--- config.mk ---
export PLATFORM = sky130hd
export DESIGN_NAME = gf_linmap_pipe
export DESIGN_NICKNAME = d
export VERILOG_FILES = /design/src/rtl/gf_linmap_pipe.sv
export SDC_FILE = /design/constraint.sdc
export NUM_CORES = 1
export LEC_CHECK = 0
export ABC_CLOCK_PERIOD_IN_PS = 1300
export BUFFER_PORTS_ARGS = -buffer_cell sky130_fd_sc_hd__buf_2
export CAP_MARGIN = 25
export CORE_ASPECT_RATIO = 0.5
export CORE_MARGIN = 2
export CORE_UTILIZATION = 54
export DETAILED_ROUTE_END_ITERATION = 7
export HOLD_SLACK_MARGIN = 0.02
export PLACE_DENSITY_LB_ADDON = 0.08
export RECOVER_POWER = 25
export SLEW_MARGIN = 20
export SYNTH_ARGS = -nofsm -noshare
export SYNTH_HDL_FRONTEND = slang
export SYNTH_SLANG_ARGS = --single-unit
--- constraint.sdc ---
create_clock -name clk -period 1.3 [get_ports clk]
set_input_delay 0.26 -clock clk [delete_from_list [all_inputs] [get_ports clk]]
set_output_delay 0.26 -clock clk [all_outputs]
set_load 0.01 [all_outputs]
--- src/rtl/gf_linmap_pipe.sv ---
// Pipelined GF(2) 8x8 bit-matrix map over LANES bytes, runtime-reloadable via shadow load + drained commit.
// Define GF_LINMAP_AFFINE_EN to add a committed XOR constant (full affine map).
module gf_linmap_pipe #(
  parameter int LANES  = 4,
  parameter int STAGES = 2
) (
  input  logic                 clk,
  input  logic                 rst_n,
  input  logic                 in_valid,
  output logic                 in_ready,
  input  logic [8*LANES-1:0]   in_data,
  output logic                 out_valid,
  input  logic                 out_ready,
  output logic [8*LANES-1:0]   out_data,
  input  logic                 cfg_we,
  input  logic [2:0]           cfg_row,
  input  logic [7:0]           cfg_data,
  input  logic                 cfg_commit,
  output logic                 cfg_busy,
  output logic                 cfg_done
`ifdef GF_LINMAP_AFFINE_EN
  ,
  input  logic                 cfg_const_we,
  input  logic [7:0]           cfg_const
`endif
);

  typedef enum logic {ST_RUN, ST_DRAIN} state_t;

  // Row r is the input mask whose parity gives output bit r; index 7 is first in the concatenation.
  localparam logic [7:0][7:0] DEFAULT_ROWS = {8'hE2, 8'h44, 8'h62, 8'h76,
                                              8'h3E, 8'h9E, 8'h30, 8'h75};

  state_t                          r_state;
  logic                            r_busy;
  logic                            r_done;
  logic [7:0][7:0]                 r_active;
  logic [7:0][7:0]                 r_shadow;
  logic [STAGES-1:0]               r_valid;
  logic [STAGES-1:0][8*LANES-1:0]  r_data;

  logic                            w_advance;
  logic                            w_empty;
  logic [7:0]                      w_const;
  logic [8*LANES-1:0]              w_mapped;

  function automatic logic [7:0] lin_map(input logic [7:0] b, input logic [7:0][7:0] m);
    logic [7:0] y;
    for (int r = 0; r < 8; r++) y[r] = ^(b & m[r]);
    return y;
  endfunction

`ifdef GF_LINMAP_AFFINE_EN
  logic [7:0] r_const_active;
  logic [7:0] r_const_shadow;
  assign w_const = r_const_active;
`else
  assign w_const = 8'h00;
`endif

  assign out_valid = r_valid[STAGES-1];
  assign out_data  = r_data[STAGES-1];
  assign cfg_busy  = r_busy;
  assign cfg_done  = r_done;

  // All stages move in lockstep, so bubbles are carried rather than squeezed out.
  assign w_advance = out_ready | ~out_valid;
  assign in_ready  = w_advance & (r_state == ST_RUN);
  assign w_empty   = ~|r_valid;

  // NOTE: w_mapped gets a full default before the loop so synthesis never infers a latch.
  always_comb begin
    w_mapped = '0;
    for (int l = 0; l < LANES; l++) begin
      w_mapped[8*l +: 8] = lin_map(in_data[8*l +: 8], r_active) ^ w_const;
    end
  end

  // NOTE: data registers are reset as well, because out_data must read zero after reset.
  always_ff @(posedge clk) begin
    if (!rst_n) begin
      r_valid <= '0;
      r_data  <= '0;
    end else if (w_advance) begin
      r_valid[0] <= in_valid & in_ready;
      r_data[0]  <= w_mapped;
      for (int s = 1; s < STAGES; s++) begin
        r_valid[s] <= r_valid[s-1];
        r_data[s]  <= r_data[s-1];
      end
    end
  end

  // NOTE: non-blocking updates let the swap read the pre-edge shadow, so a same-cycle
  // row write lands in shadow only and never leaks into the active matrix.
  always_ff @(posedge clk) begin
    if (!rst_n) begin
      r_state  <= ST_RUN;
      r_busy   <= 1'b0;
      r_done   <= 1'b0;
      r_active <= DEFAULT_ROWS;
      r_shadow <= DEFAULT_ROWS;
`ifdef GF_LINMAP_AFFINE_EN
      r_const_active <= 8'h00;
      r_const_shadow <= 8'h00;
`endif
    end else begin
      r_done <= 1'b0;
      case (r_state)
        ST_RUN: begin
          if (cfg_commit) begin
            r_state <= ST_DRAIN;
            r_busy  <= 1'b1;
          end
        end
        ST_DRAIN: begin
          if (w_empty) begin
            r_active <= r_shadow;
`ifdef GF_LINMAP_AFFINE_EN
            r_const_active <= r_const_shadow;
`endif
            r_done  <= 1'b1;
            r_busy  <= 1'b0;
            r_state <= ST_RUN;
          end
        end
        default: r_state <= ST_RUN;
      endcase
      if (cfg_we) r_shadow[cfg_row] <= cfg_data;
`ifdef GF_LINMAP_AFFINE_EN
      if (cfg_const_we) r_const_shadow <= cfg_const;
`endif
    end
  end

endmodule
==> results of run 1 <==
## sequential cells by signal (all words and copies together) (netlist names)
signal	count
r_active	64
cfg_done	1
out_data	32
r_data	32
r_state	1
r_shadow	64
r_valid	2
cfg_busy	1
## power by group through the flow
stage | registers (mW) | logic (mW) | clock network (mW)
after global placement | 6.72 | 2.20 | 0
after global routing | 6.54 | 3.19 | 5.56
final | 6.51 | 3.02 | 5.26
after detailed placement | 6.72 | 2.21 | 0
after CTS | 6.53 | 2.62 | 5.25
after floorplan | 6.64 | 1.64 | 0
## cell type report
cell class | instances | area [µm²] | area share, %
repair buffers | 177 | 1700 | 12.8
well taps | 240 | 300 | 2.25
inverters | 2 | 20.0 | 0.150
clock inverters | 15 | 165 | 1.24
clock buffers | 17 | 425 | 3.19
flip-flops and latches | 197 | 4160 | 31.2
multi-input cells | 936 | 6560 | 49.2
## Yosys cell counts (all sizes together)
master / n
inv: 2
buf: 86
nand4: 1
nor3: 3
dfxtp: 197
nor2: 11
nand2: 455
clkbuf: 31
o21a: 1
xor2: 64
a21boi: 66
o21ai: 32
nor2b: 4
nand2b: 5
a22o: 33
xnor2: 160
o22a: 31
nand3: 36
a21oi: 33
and2b: 1
## worst max-delay path, cell delays in order (launching register included)
cell     delay, ns
dfxtp_2       0.33
buf_4         0.14
nor3_4        0.17
buf_6         0.14
nor2b_4       0.07
buf_12        0.14
buf_16        0.14
a22o_1        0.22
## cells by family after synthesis
| kind of cell | count (synthesis) | synth area share [%] |
|---|---|---|
| and+or+nand+nor | 516 | 20.9 |
| xor gates and xnor gates | 224 | 19.4 |
| DFF | 197 | 39.0 |
| AOI/OAI and AO/OA | 196 | 13.7 |
| buffers and inverters | 119 | 7.00 |
## per-stage QoR
step                      worst slack (ns)  hold WS (ns)
after floorplan                     0.0793         0.376
after global placement              -0.209         0.440
after detailed placement            -0.229         0.445
after CTS                           -0.177        0.0403
after global routing                -0.206        0.0614
final                               -0.163        0.0462
## metal layers
metal  global-route usage, %  wire (µm)
met2                    44.6      14600
met1                    47.1      14900
met5                       0          0
met3                    6.76       3510
met4                    7.06        428
## worst max path at each step
| stage | from | slack (ns) | endpoint |
|---|---|---|---|
| floorplan | r_valid[1] | 0.08 | r_data[0] |
| CTS | r_valid[1] | -0.18 | in_ready |
| global route | r_valid[1] | -0.21 | in_ready |
| detailed placement | r_active[63] | -0.23 | r_data[31] |
| global placement | in_data[31] | -0.21 | r_data[31] |
| finish | r_valid[1] | -0.16 | r_active[35] |
## what timing repair did
item	CTS	global route
pin swaps	94	136
hold buffers	0	0
gates resized for setup	168	238
setup buffers	10	2
gates cloned	8	10
endpoints found under the setup margin	98	124
==> impl_metrics.ini, run 1 <==
[run_status]
outcome = finished with violations
violations = setup timing

[synthesis]
synth_cell_types = 28
ys_warn_count = 0
synthCells = 1252
syn_area_um2 = 10100
synth_area_per_cell_um2 = 8.08
syn_nets = 1301
synth_top_area_share_pct = 39.0
ys_ff_latch = 197
yosys.area.top_type = dfxtp_1
ys_seq_area_share_pct = 39.0
synth_area_leaders = dfxtp_1, nand2_1, xnor2_1

[sta]
rsz0062_at_grt = true
worst_pin_slew_ns = 0.458
finalCritPeriodShare_pct = 113
clock_skew_ns = 0.0108
post-route-min-period_ns = 1.46
hold_viol = 0
setup_viol = 86
setup_slack_ns = -0.163
finalMaxSlewViolations = 0
totalNegativeSetupSlack_ns = -7.77
max_clock_freq_mhz = 684
slew_headroom_pct = 69.5

[place]
dpl.cell_count = 1528
place_area_um2 = 10800
globalplace.congestion = 0.964
io_buffers = 84
dpl.hpwl_um = 21200

[clock_network]
htreeDepth = 4
clockBufferDepth = 2
cts_buffers = 17
clk_latency_ns = 0.44
clkTransAtPathRegs_ns = 0.07
cts-root-buf = clkbuf_16
cts_tree = built
cts_sinks = 197

[global_routing]
grt_max_degree = 65
antenna_found_initial = 0
gr-usage-all-layers_pct = 31.1
gr-total-overflow = 0
grt_pass1_wl_um = 45800
grt_pass1_vias = 7818

[drt]
vias = 8990
drc = 0
detail_route.iter0.violations = 863
vias_per_cell = 5.68
ant_nets = 0
routed_wl_um = 33400
drtPass1Iterations = 7
wl_per_cell_um = 21.1

[hold_path]
hp-start = cfg_commit
whs_path_depth = 3
hp-class = in -> reg
min_to = r_state

[cells_and_area]
mostFrequentLayoutCell = nand2_1
final_cell_mix = nand2_1, dfxtp_1, buf_2
fin_util_pct = 72.5
nNetsFinal = 1380
n_fill_cell = 1371
drive_above_1_share_pct = 35.0
fin_cells = 1584
fin_area_um2 = 13300
area_growth_pct = 31.8
antenna_cells = 0

[floorplanning]
die_h_um = 101
io_pins = 85
rows = 35
initial_utilization_pct = 55.0
die-area_um2 = 19900
die_x_um = 198
core_um2 = 18400

[worst_setup_path]
r2r_slack_ns = -0.16
critical_path_required_ns = 1.62
crit_type = reg -> reg
reg2reg_depth = 7
cp-start-kind = register
timing.rr.end = r_active[35]
r2r-start = r_valid[1]
critPathMaxFanout = 8
worstPathArrival_ns = 1.78
cp-end-kind = register

[pwr]
seqPwrFrac_pct = 44.0
power_mw = 14.8
p_per_area_nw_per_um2 = 1110
clkPwrFrac_pct = 35.5
power_leakage_nw = 5.48
switching_share_pct = 30.5
comb_power_share_pct = 20.4
p_switching_mw = 4.52
p_int_mw = 10.3
ir_worst_vdd_v = 0.000948

[flow_run]
max_cap_violations = 0
(Power assumes the default switching activity.)
==> inputs of run 2 (changes only) <==
CORE_ASPECT_RATIO = 1.4   (was 0.5)
==> run 2 against run 1 <==
- the run still ends with setup timing left
- first-iteration DRC count fell by 2.2%
- critical path depth is 3 lower
- flip-flop and latch count unchanged
- design area rose by 4.1%
- combinational power rose by 6%
- core utilization up 2.7 points
- count of clock-buffer cells in the layout grew 1
- sequential share of layout area down 1.3 points
- critical endpoint is now in_ready
- largest cell class unchanged
==> impl_metrics.ini, run 2 (same netlist as run 1, synthesis figures left out) <==
[run_status]
outcome = finished with violations
violations = setup timing

[floorplanning]
die_x_um = 120
rows = 59
initial_utilization_pct = 54.8
die_h_um = 166
core_um2 = 18500
die-area_um2 = 19900
io_pins = 85

[drt]
routed_wl_um = 32700
wl_per_cell_um = 19.8
vias = 9103
ant_nets = 0
drtPass1Iterations = 5
detail_route.iter0.violations = 844
vias_per_cell = 5.50
drc = 0

[worst_setup_path]
cp-start-kind = register
crit_start = r_valid[1]
critPathMaxFanout = 4
worstPathArrival_ns = 1.25
cp-end-kind = output port
r2r-start = r_valid[1]
critical_path_required_ns = 1.04
crit_type = reg -> out

[sta]
slew_headroom_pct = 58.7
finalCritPeriodShare_pct = 116
max_clock_freq_mhz = 663
hold_viol = 0
finalMaxSlewViolations = 0
rsz0062_at_grt = true
setup_viol = 90
post-route-min-period_ns = 1.51
clock_skew_ns = 0.0107
worst_pin_slew_ns = 0.617
setup_slack_ns = -0.209
hold_ws_ns = 0.0819

[clock_network]
cts_tree = built
cts_buffers = 17
clk_latency_ns = 0.44
cts_sinks = 197
clkTransAtPathRegs_ns = 0.08
cts.hold.buffers_added = 0
cts-root-buf = clkbuf_16
clockBufferDepth = 2
htreeDepth = 4

[cells_and_area]
nNetsFinal = 1448
area_growth_pct = 37.2
n_fill_cell = 1227
mostFrequentLayoutCell = nand2_1
drive_above_1_share_pct = 39.5
biggestRegsByFlops = r_active x64, r_shadow x64
final_cell_mix = nand2_1, dfxtp_1, buf_4
antenna_cells = 0

[hold_path]
hp-class = in -> reg
hp-start = cfg_commit

[pwr]
ir_worst_vdd_v = 0.000943
power_mw = 15.1
p_per_area_nw_per_um2 = 1090
power_leakage_nw = 5.88

[global_routing]
grt_max_degree = 67
grt_pass1_wl_um = 45900
grt_pass1_vias = 8435
antenna_found_initial = 0
gr-usage-all-layers_pct = 29.9
gr-total-overflow = 0

[place]
dpl.hpwl_um = 20200
io_buffers = 84
globalplace.congestion = 0.965

[flow_run]
max_cap_violations = 0
## run 2: final cells by class
cell class	count	area, µm²	area share [%]
multi-input cells	936	6820	49.1
flip-flops and latches	197	4150	29.9
repair buffers	245	1980	14.3
clock buffers	18	439	3.17
well taps	244	305	2.20
clock inverters	14	159	1.15
inverters	2	20.0	0.144
## run 2: worst paths after layout
kind                   to  slack (ns)  cells past startpoint
max              in_ready       -0.21                      4
min               r_state        0.08                      3
max reg2reg  r_active[25]       -0.14                      7
min reg2reg  out_data[22]        0.45                      2
## run 2: per-stage QoR
step	utilization (%)	setup TNS [ns]	std cells	setup WS [ns]	cell area, µm²
after floorplan	-	0	1252	0.0793	10100
after global placement	61.3	-3.97	1601	-0.237	11300
after detailed placement	61.3	-4.25	1601	-0.246	11300
after CTS	69.6	-8.11	1657	-0.242	12800
after global routing	75.2	-10.95	1656	-0.270	13900
final	75.2	-5.57	1656	-0.209	13900
## run 2: repair_timing
action                                  4_1_cts  5_1_grt
cloned                                       10        4
buffers inserted                             16        8
gates resized for setup                     154      271
endpoints found under the setup margin       94      101
pin swaps                                    62      131
## run 2: layer usage
layer / vias to the layer above / routed length [µm] / global-route usage [%] / part of all wire (%)
met1: 4333 / 12000 / 34.0 / 37
met4: 0 / 2170 / 16.1 / 6.6
li1: 4265 / - / - / -
met3: 128 / 1640 / 3.40 / 5.0
met5: - / 0 / 0 / 0
met2: 377 / 16900 / 54.0 / 52
## run 2: power breakdown
group | leakage [nW] | switching (mW) | internal [mW]
clock network | 0.291 | 2.60 | 2.79
logic | 3.96 | 1.67 | 1.52
registers | 1.63 | 0.225 | 6.28
## run 2: worst max-delay path, stage by stage (launching register included)
cell and delay (ns):
dfxtp_2 0.34, buf_6 0.10, nor2b_4 0.18, nor2_1 0.05, buf_2 0.13
